`src/rtl/uart_rx.sv`:
```
// uart_rx: 16x-oversampling UART receiver.
//
// Takes a one-clk sample_tick (16 per bit period), synchronises rxd, and
// majority-votes each bit from oversamples 7, 8 and 9. Received characters
// are presented on a valid/ready interface with per-character parity and
// frame error flags. A sticky overrun flag records any dropped character.
//
// Ports:
//   clk, rst          system clock, synchronous active-high reset
//   sample_tick       oversample enable, one clk wide
//   rxd               asynchronous serial input, idle high
//   parity_en         parity bit follows the data bits
//   parity_odd        odd (1) / even (0) parity
//   rx_data           received character (LSB first on the wire)
//   rx_valid/rx_ready character handshake
//   rx_parity_err     parity mismatch for the held character
//   rx_frame_err      stop bit sampled low for the held character
//   rx_overrun        sticky, a character was dropped; cleared by err_clr
//   err_clr           clears rx_overrun
//   rx_busy           receiver is inside a frame
module uart_rx #(
  parameter int DATA_BITS   = 8,
  parameter int SYNC_STAGES = 2
) (
  input  logic                 clk,
  input  logic                 rst,
  input  logic                 sample_tick,
  input  logic                 rxd,
  input  logic                 parity_en,
  input  logic                 parity_odd,
  output logic [DATA_BITS-1:0] rx_data,
  output logic                 rx_valid,
  input  logic                 rx_ready,
  output logic                 rx_parity_err,
  output logic                 rx_frame_err,
  output logic                 rx_overrun,
  input  logic                 err_clr,
  output logic                 rx_busy
);

  localparam int BW = $clog2(DATA_BITS);
  localparam logic [BW-1:0] LAST_BIT = BW'(DATA_BITS - 1);

  typedef enum logic [2:0] {
    S_IDLE,
    S_START,
    S_DATA,
    S_PARITY,
    S_STOP
  } state_t;

  // ---------------------------------------------------------------------
  // Input synchroniser; preset high so reset never looks like a start bit
  // ---------------------------------------------------------------------
  logic [SYNC_STAGES-1:0] sync_q;
  logic                   rxd_s;

  always_ff @(posedge clk) begin
    if (rst) sync_q <= '1;
    else     sync_q <= {sync_q[SYNC_STAGES-2:0], rxd};
  end

  assign rxd_s = sync_q[SYNC_STAGES-1];

  // ---------------------------------------------------------------------
  // Frame state
  // ---------------------------------------------------------------------
  state_t                 state_q, state_d;
  logic [3:0]             cnt_q, cnt_d;
  logic [BW-1:0]          bit_idx_q, bit_idx_d;
  logic [DATA_BITS-1:0]   shreg_q, shreg_d;
  logic                   armed_q, armed_d;
  logic                   perr_q, perr_d;
  logic                   pen_q, pen_d;
  logic                   podd_q, podd_d;
  logic                   smp7_q, smp8_q, smp9_q;

  // Completion strobe and frame error of the completing character
  logic                   done;
  logic                   ferr_new;

  // Third vote input: at cnt 9 the live sample is used so the stop bit can
  // complete on that tick; later in the bit the stored sample is used.
  logic                   smp9_eff;
  logic                   vote;

  assign smp9_eff = (cnt_q == 4'd9) ? rxd_s : smp9_q;
  assign vote     = (smp7_q & smp8_q) | (smp7_q & smp9_eff) | (smp8_q & smp9_eff);

  always_ff @(posedge clk) begin
    if (rst) begin
      state_q   <= S_IDLE;
      cnt_q     <= '0;
      bit_idx_q <= '0;
      shreg_q   <= '0;
      armed_q   <= 1'b0;
      perr_q    <= 1'b0;
      pen_q     <= 1'b0;
      podd_q    <= 1'b0;
      smp7_q    <= 1'b1;
      smp8_q    <= 1'b1;
      smp9_q    <= 1'b1;
    end else begin
      state_q   <= state_d;
      cnt_q     <= cnt_d;
      bit_idx_q <= bit_idx_d;
      shreg_q   <= shreg_d;
      armed_q   <= armed_d;
      perr_q    <= perr_d;
      pen_q     <= pen_d;
      podd_q    <= podd_d;
      if (sample_tick) begin
        if (cnt_q == 4'd7) smp7_q <= rxd_s;
        if (cnt_q == 4'd8) smp8_q <= rxd_s;
        if (cnt_q == 4'd9) smp9_q <= rxd_s;
      end
    end
  end

  always_comb begin
    state_d   = state_q;
    cnt_d     = cnt_q;
    bit_idx_d = bit_idx_q;
    shreg_d   = shreg_q;
    armed_d   = armed_q;
    perr_d    = perr_q;
    pen_d     = pen_q;
    podd_d    = podd_q;
    done      = 1'b0;
    ferr_new  = 1'b0;

    if (sample_tick) begin
      // Counter free-runs and wraps 15->0 across bit boundaries
      cnt_d = cnt_q + 4'd1;
      case (state_q)
        S_IDLE: begin
          cnt_d = '0;
          if (rxd_s) begin
            armed_d = 1'b1;
          end else if (armed_q) begin
            // Detect tick is sample 0 of the start bit
            state_d   = S_START;
            cnt_d     = 4'd1;
            armed_d   = 1'b0;
            bit_idx_d = '0;
            perr_d    = 1'b0;
            pen_d     = parity_en;
            podd_d    = parity_odd;
          end
        end
        S_START: begin
          if (cnt_q == 4'd15) begin
            if (vote) begin
              state_d = S_IDLE;   // glitch, not a real start bit
            end else begin
              state_d   = S_DATA;
              bit_idx_d = '0;
            end
          end
        end
        S_DATA: begin
          if (cnt_q == 4'd15) begin
            shreg_d   = {vote, shreg_q[DATA_BITS-1:1]};
            bit_idx_d = bit_idx_q + BW'(1);
            if (bit_idx_q == LAST_BIT)
              state_d = pen_q ? S_PARITY : S_STOP;
          end
        end
        S_PARITY: begin
          if (cnt_q == 4'd15) begin
            perr_d  = vote ^ (^shreg_q) ^ podd_q;
            state_d = S_STOP;
          end
        end
        S_STOP: begin
          // Finish mid-stop-bit so a following start edge is not missed
          if (cnt_q == 4'd9) begin
            done     = 1'b1;
            ferr_new = ~vote;
            // A low stop bit leaves us disarmed: a break yields one frame
            armed_d  = vote;
            state_d  = S_IDLE;
          end
        end
        default: state_d = S_IDLE;
      endcase
    end
  end

  // ---------------------------------------------------------------------
  // Output holding register and handshake
  // ---------------------------------------------------------------------
  logic accept_new;
  logic overrun_set;

  assign accept_new  = done & (~rx_valid | rx_ready);
  assign overrun_set = done & rx_valid & ~rx_ready;

  always_ff @(posedge clk) begin
    if (rst) begin
      rx_data       <= '0;
      rx_valid      <= 1'b0;
      rx_parity_err <= 1'b0;
      rx_frame_err  <= 1'b0;
      rx_overrun    <= 1'b0;
    end else begin
      if (accept_new) begin
        rx_data       <= shreg_q;
        rx_parity_err <= perr_q;
        rx_frame_err  <= ferr_new;
        rx_valid      <= 1'b1;
      end else if (rx_valid && rx_ready) begin
        rx_valid <= 1'b0;
      end

      // New overrun wins over a simultaneous clear
      if (overrun_set)  rx_overrun <= 1'b1;
      else if (err_clr) rx_overrun <= 1'b0;
    end
  end

  assign rx_busy = (state_q != S_IDLE);

endmodule

```
`config.mk`:
```
export PLATFORM = sky130hd
export DESIGN_NAME = uart_rx
export DESIGN_NICKNAME = d
export VERILOG_FILES = /design/src/rtl/uart_rx.sv
export SDC_FILE = /design/constraint.sdc
export NUM_CORES = 1
export LEC_CHECK = 0
export CAP_MARGIN = 20
export CORE_ASPECT_RATIO = 2
export CORE_MARGIN = 1.5
export CORE_UTILIZATION = 59
export DETAILED_ROUTE_END_ITERATION = 10
export PLACE_DENSITY = 0.91
export REMOVE_ABC_BUFFERS = 1
export SLEW_MARGIN = 20
export SYNTH_ARGS = -nofsm -noshare
export SYNTH_HDL_FRONTEND = slang
export SYNTH_SLANG_ARGS = --single-unit
```
`constraint.sdc`:
```
create_clock -name clk -period 4.9 [get_ports clk]
set_input_delay 0.98 -clock clk [delete_from_list [all_inputs] [get_ports clk]]
set_output_delay 0.98 -clock clk [all_outputs]
set_load 0.05 [all_outputs]
```
After elaboration in Yosys (flattened, before gate mapping)
Cells that the tools add are included.
Word-level totals
  register bits: 39
  input bits: 8
  output and inout port bits: 13
  logic and storage cells: 105
Operators by class
  add/subtract/negate cells: 2
  equality and inequality tests: 17
  multiplexer cells: 37
  bitwise logic cells: 15
  reductions and logical operators: 17
Operators with widths (number)
  $mux W3: 13
  $mux W1: 18
  $ne A2 B2 Y1 const B: 8
  $pmux W3 S5: 1
  $eq A4 B4 Y1 const B: 3
  $pmux W3 S3: 1
  $reduce_and A8 Y1: 1
  $reduce_bool A2 Y1: 4
  $reduce_xor A8 Y1: 1
  $reduce_and A7 Y1: 1
  $and A1 B1 Y1: 6
  $eq A3 B2 Y1 const B: 2
  $eq A3 B3 Y1 const B: 2
  $reduce_and A3 Y1: 2
  $reduce_bool A3 Y1: 2
  $reduce_and A5 Y1: 1
  $add A4 B1 Y4 const B: 1
  $eq A4 B3 Y1 const B: 1
  $mux W4: 1
  $not A1 Y1: 4
  $pmux W1 S2: 2
  $reduce_and A2 Y1: 2
  $reduce_and A4 Y1: 1
  $add A3 B1 Y3 const B: 1
  other kinds (6): 9

Logic depth before layout (Yosys ltp)
Gate-level depths: netlist of run 1.
  depth in word-level cells: 9
  mapped depth: 8
  gate-level depth less buffers: 7

Least setup slack after synthesis of run 1
OpenSTA, ideal clock, no wires.
  kind: register -> register
  start: register cnt_q[1]
  end: register state_q[1]
  library setup time: 91 ps
  data arrival time: 1980 ps
  required time: 4809 ps
  path slack: 2829 ps
  cell stages (with the launch flop): 8
  path buffers: 0
  period minus slack after synthesis: 2071 ps
  cell sequence: dfxtp_1 -> inv_1 -> ha_1 -> nand3b_4 -> mux2_4 -> maj3_2 -> or4_1 -> a311oi_1
Between the ends
  word-level cells in the longest chain between the ends: 8
  elaborated cells between the ends (all ways): 15
  classes of those cells: eq/ne (6); mux (4); bitwise (4); reduce/logical (1)
RTL lines
  from (decl): line 69  | logic [3:0] cnt_q, cnt_d;
  from (signal assigned): line 105  | cnt_q <= cnt_d;
  $eq A4 B4 Y1: line 87, 177
  $mux W1
  $and A1 B1 Y1: line 88  | assign vote = (smp7_q & smp8_q) | (smp7_q & smp9_eff) | (smp8_q & smp9_eff);
  $or A1 B1 Y1 (2 in series): line 88
  $mux W2: line 153  | if (vote) begin
  $mux W3: line 152  | if (cnt_q == 4'd15) begin
  $pmux W3 S5: line 135  | case (state_q)
  to (signal assigned): line 104  | state_q <= state_d;
  to (decl): line 68  | state_t state_q, state_d;
Several ways; a longest one is shown, not always the timed one. The select of a mux whose other input is x is not followed.
A chain may end at the register's enable or synchronous reset.

Worst setup path after layout of run 1
  start: register state_q[2]
  end: output port rx_busy
Between the ends
  word-level cells in the longest chain between the ends: 1
RTL lines
  $reduce_bool A3 Y1: line 222  | assign rx_busy = (state_q != S_IDLE);
  to (decl): line 38  | output logic rx_busy
Every way passes these cells.

==> metrics.md, run 1 <==
| Metric | Value |
|---|---|
| Status | `complete, no violations` |
| Area growth syn-to-layout | `16.47%` |
| Clk_skew | `0.006913 ns` |
| Hold Violations, Final | `0` |
| Setup TNS | `0 ns` |
| Drt pass-1 iters | `4` |
| Max rail drop VDD | `0.2753 mV` |
| Setup Buffers After CTS | `0` |
| Fmax | `324.7 MHz` |
| Worst Setup End Kind | `output pin` |
| Leading area contributor after synthesis | `dfxtp_1` |
| RSZ-0062 raised after global routing | `false` |
| Final nets | `approximately 230` |
| Worst path cell trace | `nor3_1 > inv_1 > clkdlybuf4s50_1` |
| Buf/Inv on CP | `2` |
| Most common cell after layout, fill and taps aside | `dfxtp_1` |
| Diode count | `0` |
| Reg2reg end | `bit_idx_q[2]` |
| Final Cycle Share | `62.86%` |
| Vias after detailed routing | `1427` |
| Pin count of the biggest net entering global routing | `36` |
| Root Driver | `clkbuf_8` |
| Worst Path Required | `3.92 ns` |
| Delay-heaviest family, CP | `buffers and inverters` |
| CTS Buf Count | `5` |
| Die height | `81.45 um` |
| Worst slew pin tran | `0.6678 ns` |
| Largest fanout on the critical path | `13` |
| Slew margin rel. | `a little under three fifths` |
| DR iter-0 viols | `38` |
| CTS max path bufs | `2` |
| Max_cap viols | `0` |
| Tmin final | `between 3 and 4 ns` |
| R2r setup slk | `2.68 ns` |
| I/O Buffers | `20` |
| CTS sink cnt | `39` |
| Site Rows | `28` |
| Synth Register Bits | `39` |
| Routed Antenna Nets | `0` |
| Sequential element share of the synthesized area | `43.00%` |
| Worst r2r src | `cnt_q[1]` |
| First-pass GRT wire length | `5878 um` |
| CTS clk-pin slew, worst paths | `roughly 0.070 ns` |
| CTS tree | `built` |
| Yosys cell types | `41` |
| Mapped cell area | `0.001815 sq mm` |
| Cell count after synthesis | `~190` |
| Vias in the first global route | `around 1400` |
| Die Area | `around 0.0034 sq mm` |
| Total congestion overflow | `0` |
| Most frequent cells in the layout | `dfxtp_1 (39), nor2_1 (30), mux2i_1 (22), clkdlybuf4s50_1 (20), nand3_1 (10)` |
| Crit path depth | `3` |
| Worst skew pair latency | `0.29 ns` |
| CP max stage cell | `clkdlybuf4s50_1` |
| Final setup vio count | `0` |
| Die W | `42.23 um` |
| Initial antenna violation count | `0` |
| Mapped Avg Cell Area | `9.407 sq um` |
| CP startpoint kind | `flip-flop` |
| Vias per inst | `approximately 6` |
| Core Box Area | `0.002943 sq mm` |
| Delay of the slowest critical-path stage | `between 0.8 and 0.9 ns` |
| Final Slew Violations | `0` |
| Area contributors post-synth | `dfxtp_1 (43%), mux2i_1 (12%), nor2_1 (6.2%), ha_1 (3.4%), xnor2_1 (2.9%)` |
| CTS Hold Bufs | `0` |
| CP Launch Point | `state_q[2]` |
| DPL Wire Length | `2607 um` |
| DRT Wirelength | `3644 um` |
| Yosys top cell area share | `a little over two fifths` |
| WL/cell | `around 15 um` |
| Power Density | `275.1 mW/mm^2` |
| CTS H-tree lvls | `2` |
| Cts repair resizes | `0` |
| DRC Markers | `0` |
| GRT Util Overall | `about 22%` |
| P_leak | `0.8343 nW` |
| Initial Utilization | `61.69%` |
| Crit path to | `rx_busy` |
| Share of layout cells above drive strength 1 | `7.944%` |
| R2R depth | `7` |
| Crit Path Category | `reg -> out` |
| YS warnings | `0` |
| Io pins | `21` |
| Final Wtd Congestion | `0.8322` |
| Tot Pwr | `0.5816 mW` |
| Hold/Removal Path Class | `reg -> reg` |
| CP arrival | `2.10 ns` |
-- worst min-delay path by stage --
stage | cells past startpoint | from | to
after floorplan | 1 | sync_q[0] | sync_q[1]
after global routing | 1 | sync_q[0] | sync_q[1]
after CTS | 1 | sync_q[0] | sync_q[1]
final | 1 | sync_q[0] | sync_q[1]
after detailed placement | 1 | sync_q[0] | sync_q[1]
after global placement | 1 | sync_q[0] | sync_q[1]
-- logic make-up after synthesis --
kind of cell               Yosys count  synth area share, %
AOI/OAI and AO/OA                   30                11.44
xor gates and xnor gates             8                4.617
adders and majority gates            6                4.066
buffers and inverters               17                4.548
DFF                                 39                43.00
muxes                               23                12.96
and+or+nand+nor                     70                19.37
-- registers in the layout (all words and copies together), names as in the netlist --
name / cells
rx_data: 8
shreg_q: 8
cnt_q: 4
bit_idx_q: 3
state_q: 3
sync_q: 2
armed_q: 1
pen_q: 1
perr_q: 1
podd_q: 1
rx_frame_err: 1
rx_overrun: 1
rx_parity_err: 1
rx_valid: 1
smp7_q: 1
smp8_q: 1
smp9_q: 1
-- synth_stat cells, drive strengths merged --
| library cell | instances |
|---|---|
| o22ai | 1 |
| and2b | 1 |
| a32oi | 3 |
| a21boi | 1 |
| nand3 | 10 |
| nor3 | 2 |
| a311oi | 3 |
| and3 | 4 |
| buf | 2 |
| nand3b | 2 |
| a211oi | 3 |
| or2 | 2 |
| mux2 | 1 |
| a21oi | 5 |
| a2bb2oi | 1 |
| xnor2 | 6 |
| xor2 | 1 |
| a22oi | 1 |
| a21o | 1 |
| xnor3 | 1 |
| nand2b | 3 |
| o211a | 1 |
| o211ai | 4 |
| maj3 | 1 |
| nor2 | 30 |
| ha | 5 |
| nor2b | 3 |
| and4b | 1 |
| or4 | 1 |
| nor3b | 1 |
| dfxtp | 39 |
| o21ai | 6 |
| nand2 | 9 |
| nor4 | 1 |
| inv | 9 |
| mux2i | 22 |
| clkbuf | 6 |
-- metal layers --
metal	GRT usage, %	routed length (um)	vias up
met5	0	0	-
met4	10.94	78	0
met3	4.835	77	8
met2	42.46	2029	21
met1	22.50	1459	685
li1	-	-	713
-- area by class of cell --
type	instances	area, sq um
tap	30	37.54
multi-input combinational	137	954.7
fill	210	828.3
timing repair buffer	21	207.7
inverter	9	33.78
clock buffer	8	100.1
sequential	39	780.7
-- through the flow --
step	area, sq um	hold slack (ns)	utilization, %	worst slack, ns	std cells
floorplan	1767	0.3895	-	2.680	185
global placement	2012	0.3920	68.37	1.579	236
detailed placement	2012	0.3968	68.37	1.496	236
CTS	2112	0.4125	71.77	1.772	244
global route	2115	0.4218	71.85	1.736	244
finish	2115	0.4128	71.85	1.820	244
-- power by group --
part           total [mW]  internal, mW  switching [mW]
logic              0.0250        0.0111          0.0139
registers           0.321         0.319         0.00207
clock network       0.236         0.128           0.107
total               0.582         0.458           0.123
Note: power is estimated with default switching activity, not from simulation.
==> run 2, diff against run 1 <==
--- a/config.mk
+++ b/config.mk
@@ -8,9 +8,9 @@
 export CAP_MARGIN = 20
 export CORE_ASPECT_RATIO = 2
 export CORE_MARGIN = 1.5
-export CORE_UTILIZATION = 59
+export CORE_UTILIZATION = 55
 export DETAILED_ROUTE_END_ITERATION = 10
-export PLACE_DENSITY = 0.91
+export PLACE_DENSITY = 0.87
 export REMOVE_ABC_BUFFERS = 1
 export SLEW_MARGIN = 20
 export SYNTH_ARGS = -nofsm -noshare
==> constraint.sdc (replaced) <==
create_clock -name clk -period 3.15 [get_ports clk]
set_input_delay 0.63 -clock clk [delete_from_list [all_inputs] [get_ports clk]]
set_output_delay 0.63 -clock clk [all_outputs]
set_load 0.05 [all_outputs]
==> run 2 against run 1 <==
  * Count of clock-buffer cells in the layout unchanged
  * Design area increased by 0.65%
  * Largest power group unchanged
  * Worst setup slack worse by 1.3 ns
  * Clock power rose by 54%
  * Non-clock buffer count is 2 higher
  * Critical path depth is the same
  * Via count is 0.84% higher
  * Clock skew fell by 0.0039 ns
  * Sequential power grew 55%
  * Core utilization decreased by 4.4 points
  * Combinational power is 60% higher
  * First-iteration DRC count shrank 26%
==> metrics.md, run 2 (same netlist as run 1, synthesis figures left out) <==
| Metric | Value |
|---|---|
| Hold Violations, Final | `0 (unchanged)` |
| Final Wtd Congestion | `0.7945 (-4.5%)` |
| Initial antenna violation count | `0 (unchanged)` |
| Final Slew Violations | `0 (unchanged)` |
| Status | `complete, no violations` |
| Area growth syn-to-layout | `17.23%` |
| Area of the multi-input gates | `952.2 sq um (-0.26%)` |
| Drt pass-1 iters | `4 (unchanged)` |
| Largest regs | `rx_data x8, shreg_q x8, cnt_q x4` |
| Final setup vio count | `0 (unchanged)` |
| Final nets | `228 (+0.88%)` |
| Vias per inst | `5.826 (-0.38%)` |
| Setup TNS | `0 ns (unchanged)` |
| Share of layout cells above drive strength 1 | `8.333% (+0.39 points)` |
| Buf/Inv on CP | `2 (unchanged)` |
| Worst path cell trace | `nor3_1 > inv_1 > clkdlybuf4s50_1` |
| Post-Place Worst Slack | `0.8042 ns (-0.6915 ns)` |
| DR iter-0 viols | `28 (-26%)` |
| Routed Antenna Nets | `0 (unchanged)` |
| Io pins | `21 (unchanged)` |
| Tmin final | `2.669 ns` |
| Crit Path Category | `reg -> out` |
| Worst slew pin tran | `0.5494 ns (-0.1184 ns)` |
| Die height | `84.25 um (+3.4%)` |
| I/O Buffers | `20 (unchanged)` |
| WL/cell | `15.10 um (+1.1%)` |
| Initial Utilization | `57.51% (-4.2 points)` |
| Setup ws final | `0.4809 ns (-1.339 ns)` |
| FF/Latch Area | `780.7 sq um (unchanged)` |
| Total congestion overflow | `0 (unchanged)` |
| Die Area | `0.003675 sq mm (+6.9%)` |
| Hold/Removal Path Class | `reg -> reg` |
| CP arrival | `2.04 ns (-0.06 ns)` |
| Setup Buffers After CTS | `0 (unchanged)` |
| P_leak | `0.8426 nW (+1.0%)` |
| Cts repair resizes | `0 (unchanged)` |
| Vias after detailed routing | `1439 (+0.84%)` |
| Slew margin rel. | `63.38% (+8.1 points)` |
| Diode count | `0 (unchanged)` |
| DPL Wire Length | `2718 um (+4.2%)` |
| Max rail drop VDD | `0.3757 mV (+36%)` |
| CP startpoint kind | `flip-flop` |
| DRT Wirelength | `3729 um (+2.3%)` |
| Pin count of the biggest net entering global routing | `24 (-33%)` |
| Clk_skew | `0.003003 ns (-0.003911 ns)` |
| Power Density | `424.6 mW/mm^2 (+54%)` |
| Vias in the first global route | `1458 (+8.0%)` |
| Worst Path Required | `2.52 ns (-1.40 ns)` |
| CTS max path bufs | `2 (unchanged)` |
| Max_cap viols | `0 (unchanged)` |
| Worst Setup End Kind | `output pin` |
| Delay of the slowest critical-path stage | `0.84 ns (about the same)` |
| Most common cell after layout, fill and taps aside | `dfxtp_1` |
| CTS H-tree lvls | `2 (unchanged)` |
| Final Cycle Share | `84.73%` |
| Most frequent cells in the layout | `dfxtp_1 (39), nor2_1 (30), mux2i_1 (22), clkdlybuf4s50_1 (20), nand3_1 (10)` |
| Fmax | `374.7 MHz` |
| DRC Markers | `0 (unchanged)` |
| Delay-heaviest family, CP | `buffers and inverters` |
| Core Box Area | `0.003157 sq mm (+7.3%)` |
| Die W | `43.63 um (+3.3%)` |
| R2r setup slk | `0.88 ns (-1.80 ns)` |
| Largest fanout on the critical path | `13 (unchanged)` |
| Final Core Density | `67.42% (-4.4 points)` |
| Fillers | `263 (+25%)` |
| Site Rows | `29 (+3.6%)` |
| CTS tree | `built` |
| CTS clk-pin slew, worst paths | `0.07 ns (about the same)` |
| First-pass GRT wire length | `6389 um (+8.7%)` |
| Root Driver | `clkbuf_8` |
| CTS Hold Bufs | `0 (unchanged)` |
| CP max stage cell | `clkdlybuf4s50_1` |
| GRT Util Overall | `22.89% (+0.44 points)` |
| Worst skew pair latency | `0.29 ns (about the same)` |
| CTS sink cnt | `39 (unchanged)` |
| CTS Buf Count | `5 (unchanged)` |
| RSZ-0062 raised after global routing | `false` |
## run 2: cell count changes in the layout (fill, tap and decap cells not counted), sizes merged
cell	before	now
buf	1	3
## run 2: where the power goes
part	switching (mW)	internal (mW)	total [mW]
Sequential	0.00342	0.496	0.499
Clock	0.165	0.200	0.364
Combinational	0.0219	0.0180	0.0399
Total	0.190	0.713	0.904
## run 2: final timing paths
kind	from	endpoint	depth (start not counted)
hold reg to reg	sync_q[0]	sync_q[1]	1
setup reg to reg	cnt_q[1]	state_q[1]	7
setup / recovery	state_q[2]	rx_busy	3
hold / removal	sync_q[0]	sync_q[1]	1
## run 2: stage by stage
stage	instances	total power, mW	instance area [sq um]	hold WS [ns]
floorplan	185	0.5259	1767	0.3895
global placement	239	0.5494	2028	0.3914
detailed placement	239	0.5500	2028	0.3979
CTS	247	0.9074	2128	0.4155
global route	247	0.9295	2128	0.4468
finish	247	0.9036	2128	0.4157
## run 2: final cells by class
cell class                 instances  share of cell area (%)
sequential                        39                   36.68
inverter                           9                   1.587
clock buffer                       8                   4.703
tap                               31                   1.822
multi-input combinational        137                   44.74
timing repair buffer              23                   10.46
## run 2: metal layers
| metal | up-vias | GRT usage (%) | routed length, um |
|---|---|---|---|
| li1 | 716 | - | - |
| met1 | 679 | 23.67 | 1410 |
| met2 | 27 | 38.90 | 2018 |
| met3 | 17 | 4.301 | 102 |
| met4 | 0 | 16.25 | 199 |
| met5 | - | 0 | 0 |
==> run 3, diff against run 2 <==
==> constraint.sdc (replaced) <==
create_clock -name clk -period 2.8 [get_ports clk]
set_input_delay 0.56 -clock clk [delete_from_list [all_inputs] [get_ports clk]]
set_output_delay 0.56 -clock clk [all_outputs]
set_load 0.05 [all_outputs]
==> run 3 against run 2 <==
  * Sequential cell count is the same
  * Via count is 0.28% lower
  * Combinational power grew 16%
  * Clock power grew 13%
  * Sequential power up 12%
  * Power rose by 13%
  * Die area did not move
  * Sequential share of layout area fell by 0.13 points
  * Critical path type unchanged
==> metrics.md, run 3 (same netlist as run 1, synthesis figures left out) <==
| Metric | Value |
|---|---|
| DPL Wire Length | `2711 um (-0.24%)` |
| Tot Pwr | `1.020 mW (+13%)` |
| Pin count of the biggest net entering global routing | `20 (-17%)` |
| Hold depth | `1 (unchanged)` |
| Switching share of power | `21.19% (+0.14 points)` |
| Hold EP | `sync_q[1]` |
| RSZ-0062 raised after global routing | `false` |
| Share of layout cells above drive strength 1 | `8.756% (+0.42 points)` |
| Post-Place Worst Slack | `0.4516 ns (-0.3527 ns)` |
| CP max stage cell | `clkdlybuf4s50_1` |
| P_leak | `0.8474 nW (+0.57%)` |
| Hold Violations, Final | `0 (unchanged)` |
| Placed cells | `240 (+0.42%)` |
| Diode count | `0 (unchanged)` |
| Die Area | `0.003675 sq mm (unchanged)` |
| Hold_sp | `sync_q[0]` |
| Site Rows | `29 (unchanged)` |
| Die height | `84.25 um (unchanged)` |
| Worst Path Required | `2.24 ns (-0.28 ns)` |
| Worst r2r src | `cnt_q[1]` |
| Worst path cell trace | `nor3_1 > inv_1 > clkdlybuf4s50_1` |
| Core Box Area | `0.003157 sq mm (unchanged)` |
| CTS H-tree lvls | `2 (unchanged)` |
| CTS tree | `built` |
| Routed Antenna Nets | `0 (unchanged)` |
| Area growth syn-to-layout | `17.64%` |
| Max rail drop VDD | `0.4176 mV (+11%)` |
| Vias per inst | `5.786 (-0.68%)` |
| Status | `complete, no violations` |
| Most frequent cells in the layout | `dfxtp_1 (39), nor2_1 (30), mux2i_1 (22), clkdlybuf4s50_1 (20), nand3_1 (10)` |
| CTS sink cnt | `39 (unchanged)` |
| Vias in the first global route | `1461 (+0.21%)` |
| Fin cells | `248 (+0.40%)` |
| GRT Util Overall | `23.19% (+0.30 points)` |
| Total congestion overflow | `0 (unchanged)` |
| CTS max path bufs | `2 (unchanged)` |
| DR iter-0 viols | `41 (+46%)` |
| CTS Hold Bufs | `0 (unchanged)` |
| Worst Setup End Kind | `output pin` |
| Fillers | `248 (-5.7%)` |
| Largest fanout on the critical path | `13 (unchanged)` |
| Reg2reg end | `state_q[1]` |
| CP arrival | `2.13 ns (+0.09 ns)` |
| Slew margin rel. | `52.95% (-10 points)` |
| Setup ws final | `0.1129 ns (-0.3679 ns)` |
| Worst skew pair latency | `0.29 ns (about the same)` |
| CTS Buf Count | `5 (unchanged)` |
| Power Density | `477.4 mW/mm^2 (+12%)` |
| Drt pass-1 iters | `4 (unchanged)` |
| R2r setup slk | `0.50 ns (-0.38 ns)` |
| Root Driver | `clkbuf_8` |
| Net switching power | `0.2160 mW (+14%)` |
| CP startpoint kind | `flip-flop` |
| Setup Buffers After CTS | `0 (unchanged)` |
| WL/cell | `15.58 um (+3.2%)` |
| Max_cap viols | `0 (unchanged)` |
| Clk pwr share | `40.4% (about the same)` |
| Internal power | `0.8035 mW (+13%)` |
| R2R depth | `7 (unchanged)` |
| Tmin final | `2.687 ns` |
| Delay-heaviest family, CP | `buffers and inverters` |
| CTS clk-pin slew, worst paths | `0.07 ns (about the same)` |
| Hold/Removal Path Class | `reg -> reg` |
| Clk_skew | `0.008098 ns (+0.005095 ns)` |
| Largest regs | `rx_data x8, shreg_q x8, cnt_q x4` |
| Final setup vio count | `0 (unchanged)` |
| Gate power share | `4.5% (about the same)` |
| DRC Markers | `0 (unchanged)` |
| Die W | `43.63 um (unchanged)` |
| Delay of the slowest critical-path stage | `0.75 ns (-0.09 ns)` |
| I/O Buffers | `20 (unchanged)` |
| CP Launch Point | `state_q[2]` |
| Area of the multi-input gates | `952.2 sq um (unchanged)` |
| Final Wtd Congestion | `0.7978 (+0.42%)` |
| Fmax | `372.2 MHz` |
| FF/Latch Area | `780.7 sq um (unchanged)` |
| Vias after detailed routing | `1435 (-0.28%)` |
| Crit path depth | `3 (unchanged)` |
| Worst slew pin tran | `0.7035 ns (+0.1541 ns)` |
| Most common cell after layout, fill and taps aside | `dfxtp_1` |
| Io pins | `21 (unchanged)` |
| Buf/Inv on CP | `2 (unchanged)` |
| Initial Utilization | `57.51% (unchanged)` |
| DRT Wirelength | `3864 um (+3.6%)` |
| Final Slew Violations | `0 (unchanged)` |
| Final Cycle Share | `95.97%` |
| Crit Path Category | `reg -> out` |
| Reg power frac | `55.1% (about the same)` |
| Initial antenna violation count | `0 (unchanged)` |
| Setup TNS | `0 ns (unchanged)` |
| Cts repair resizes | `0 (unchanged)` |
| First-pass GRT wire length | `6499 um (+1.7%)` |
| Final nets | `229 (+0.44%)` |
## run 3: layout make-up
class                           count  share of cell area, %
Timing Repair Buffer               24                  10.78
Clock buffer                        8                  4.687
Multi-Input combinational cell    137                  44.58
Inverter                            9                  1.582
Sequential cell                    39                  36.56
Tap cell                           31                  1.816
## run 3: worst max path at each step
stage	endpoint	slack (ns)
2_1_floorplan	state_q[1]	0.73
3_3_place_gp	rx_busy	0.51
3_5_place_dp	shreg_q[7]	0.45
4_1_cts	rx_busy	0.13
5_1_grt	rx_busy	0.07
6_report	rx_busy	0.11
## run 3: metrics by stage
step                      cell area (sq um)  hold slack [ns]  utilization, %
after global placement                 2036           0.3902           64.49
final                                  2136           0.4011           67.66
after CTS                              2136           0.4075           67.66
after detailed placement               2036           0.3932           64.49
after floorplan                        1767           0.3895               -
after global routing                   2136           0.4434           67.66
## run 3: power groups by stage
| stage | Clock [mW] | Combinational [mW] | Sequential, mW |
|---|---|---|---|
| finish | 0.412 | 0.0463 | 0.561 |
| global route | 0.442 | 0.0507 | 0.561 |
| CTS | 0.417 | 0.0462 | 0.561 |
| detailed placement | 0 | 0.0457 | 0.574 |
| global placement | 0 | 0.0451 | 0.574 |
| floorplan | 0 | 0.0190 | 0.573 |
## run 3: metal layers
layer  up-vias  part of all wire (%)  track usage (%)
met2        32                    54            39.97
met5         -                     0                0
met3        14                   3.2            3.226
li1        721                     -                -
met4         0                   4.9            14.33
met1       668                    38            25.17
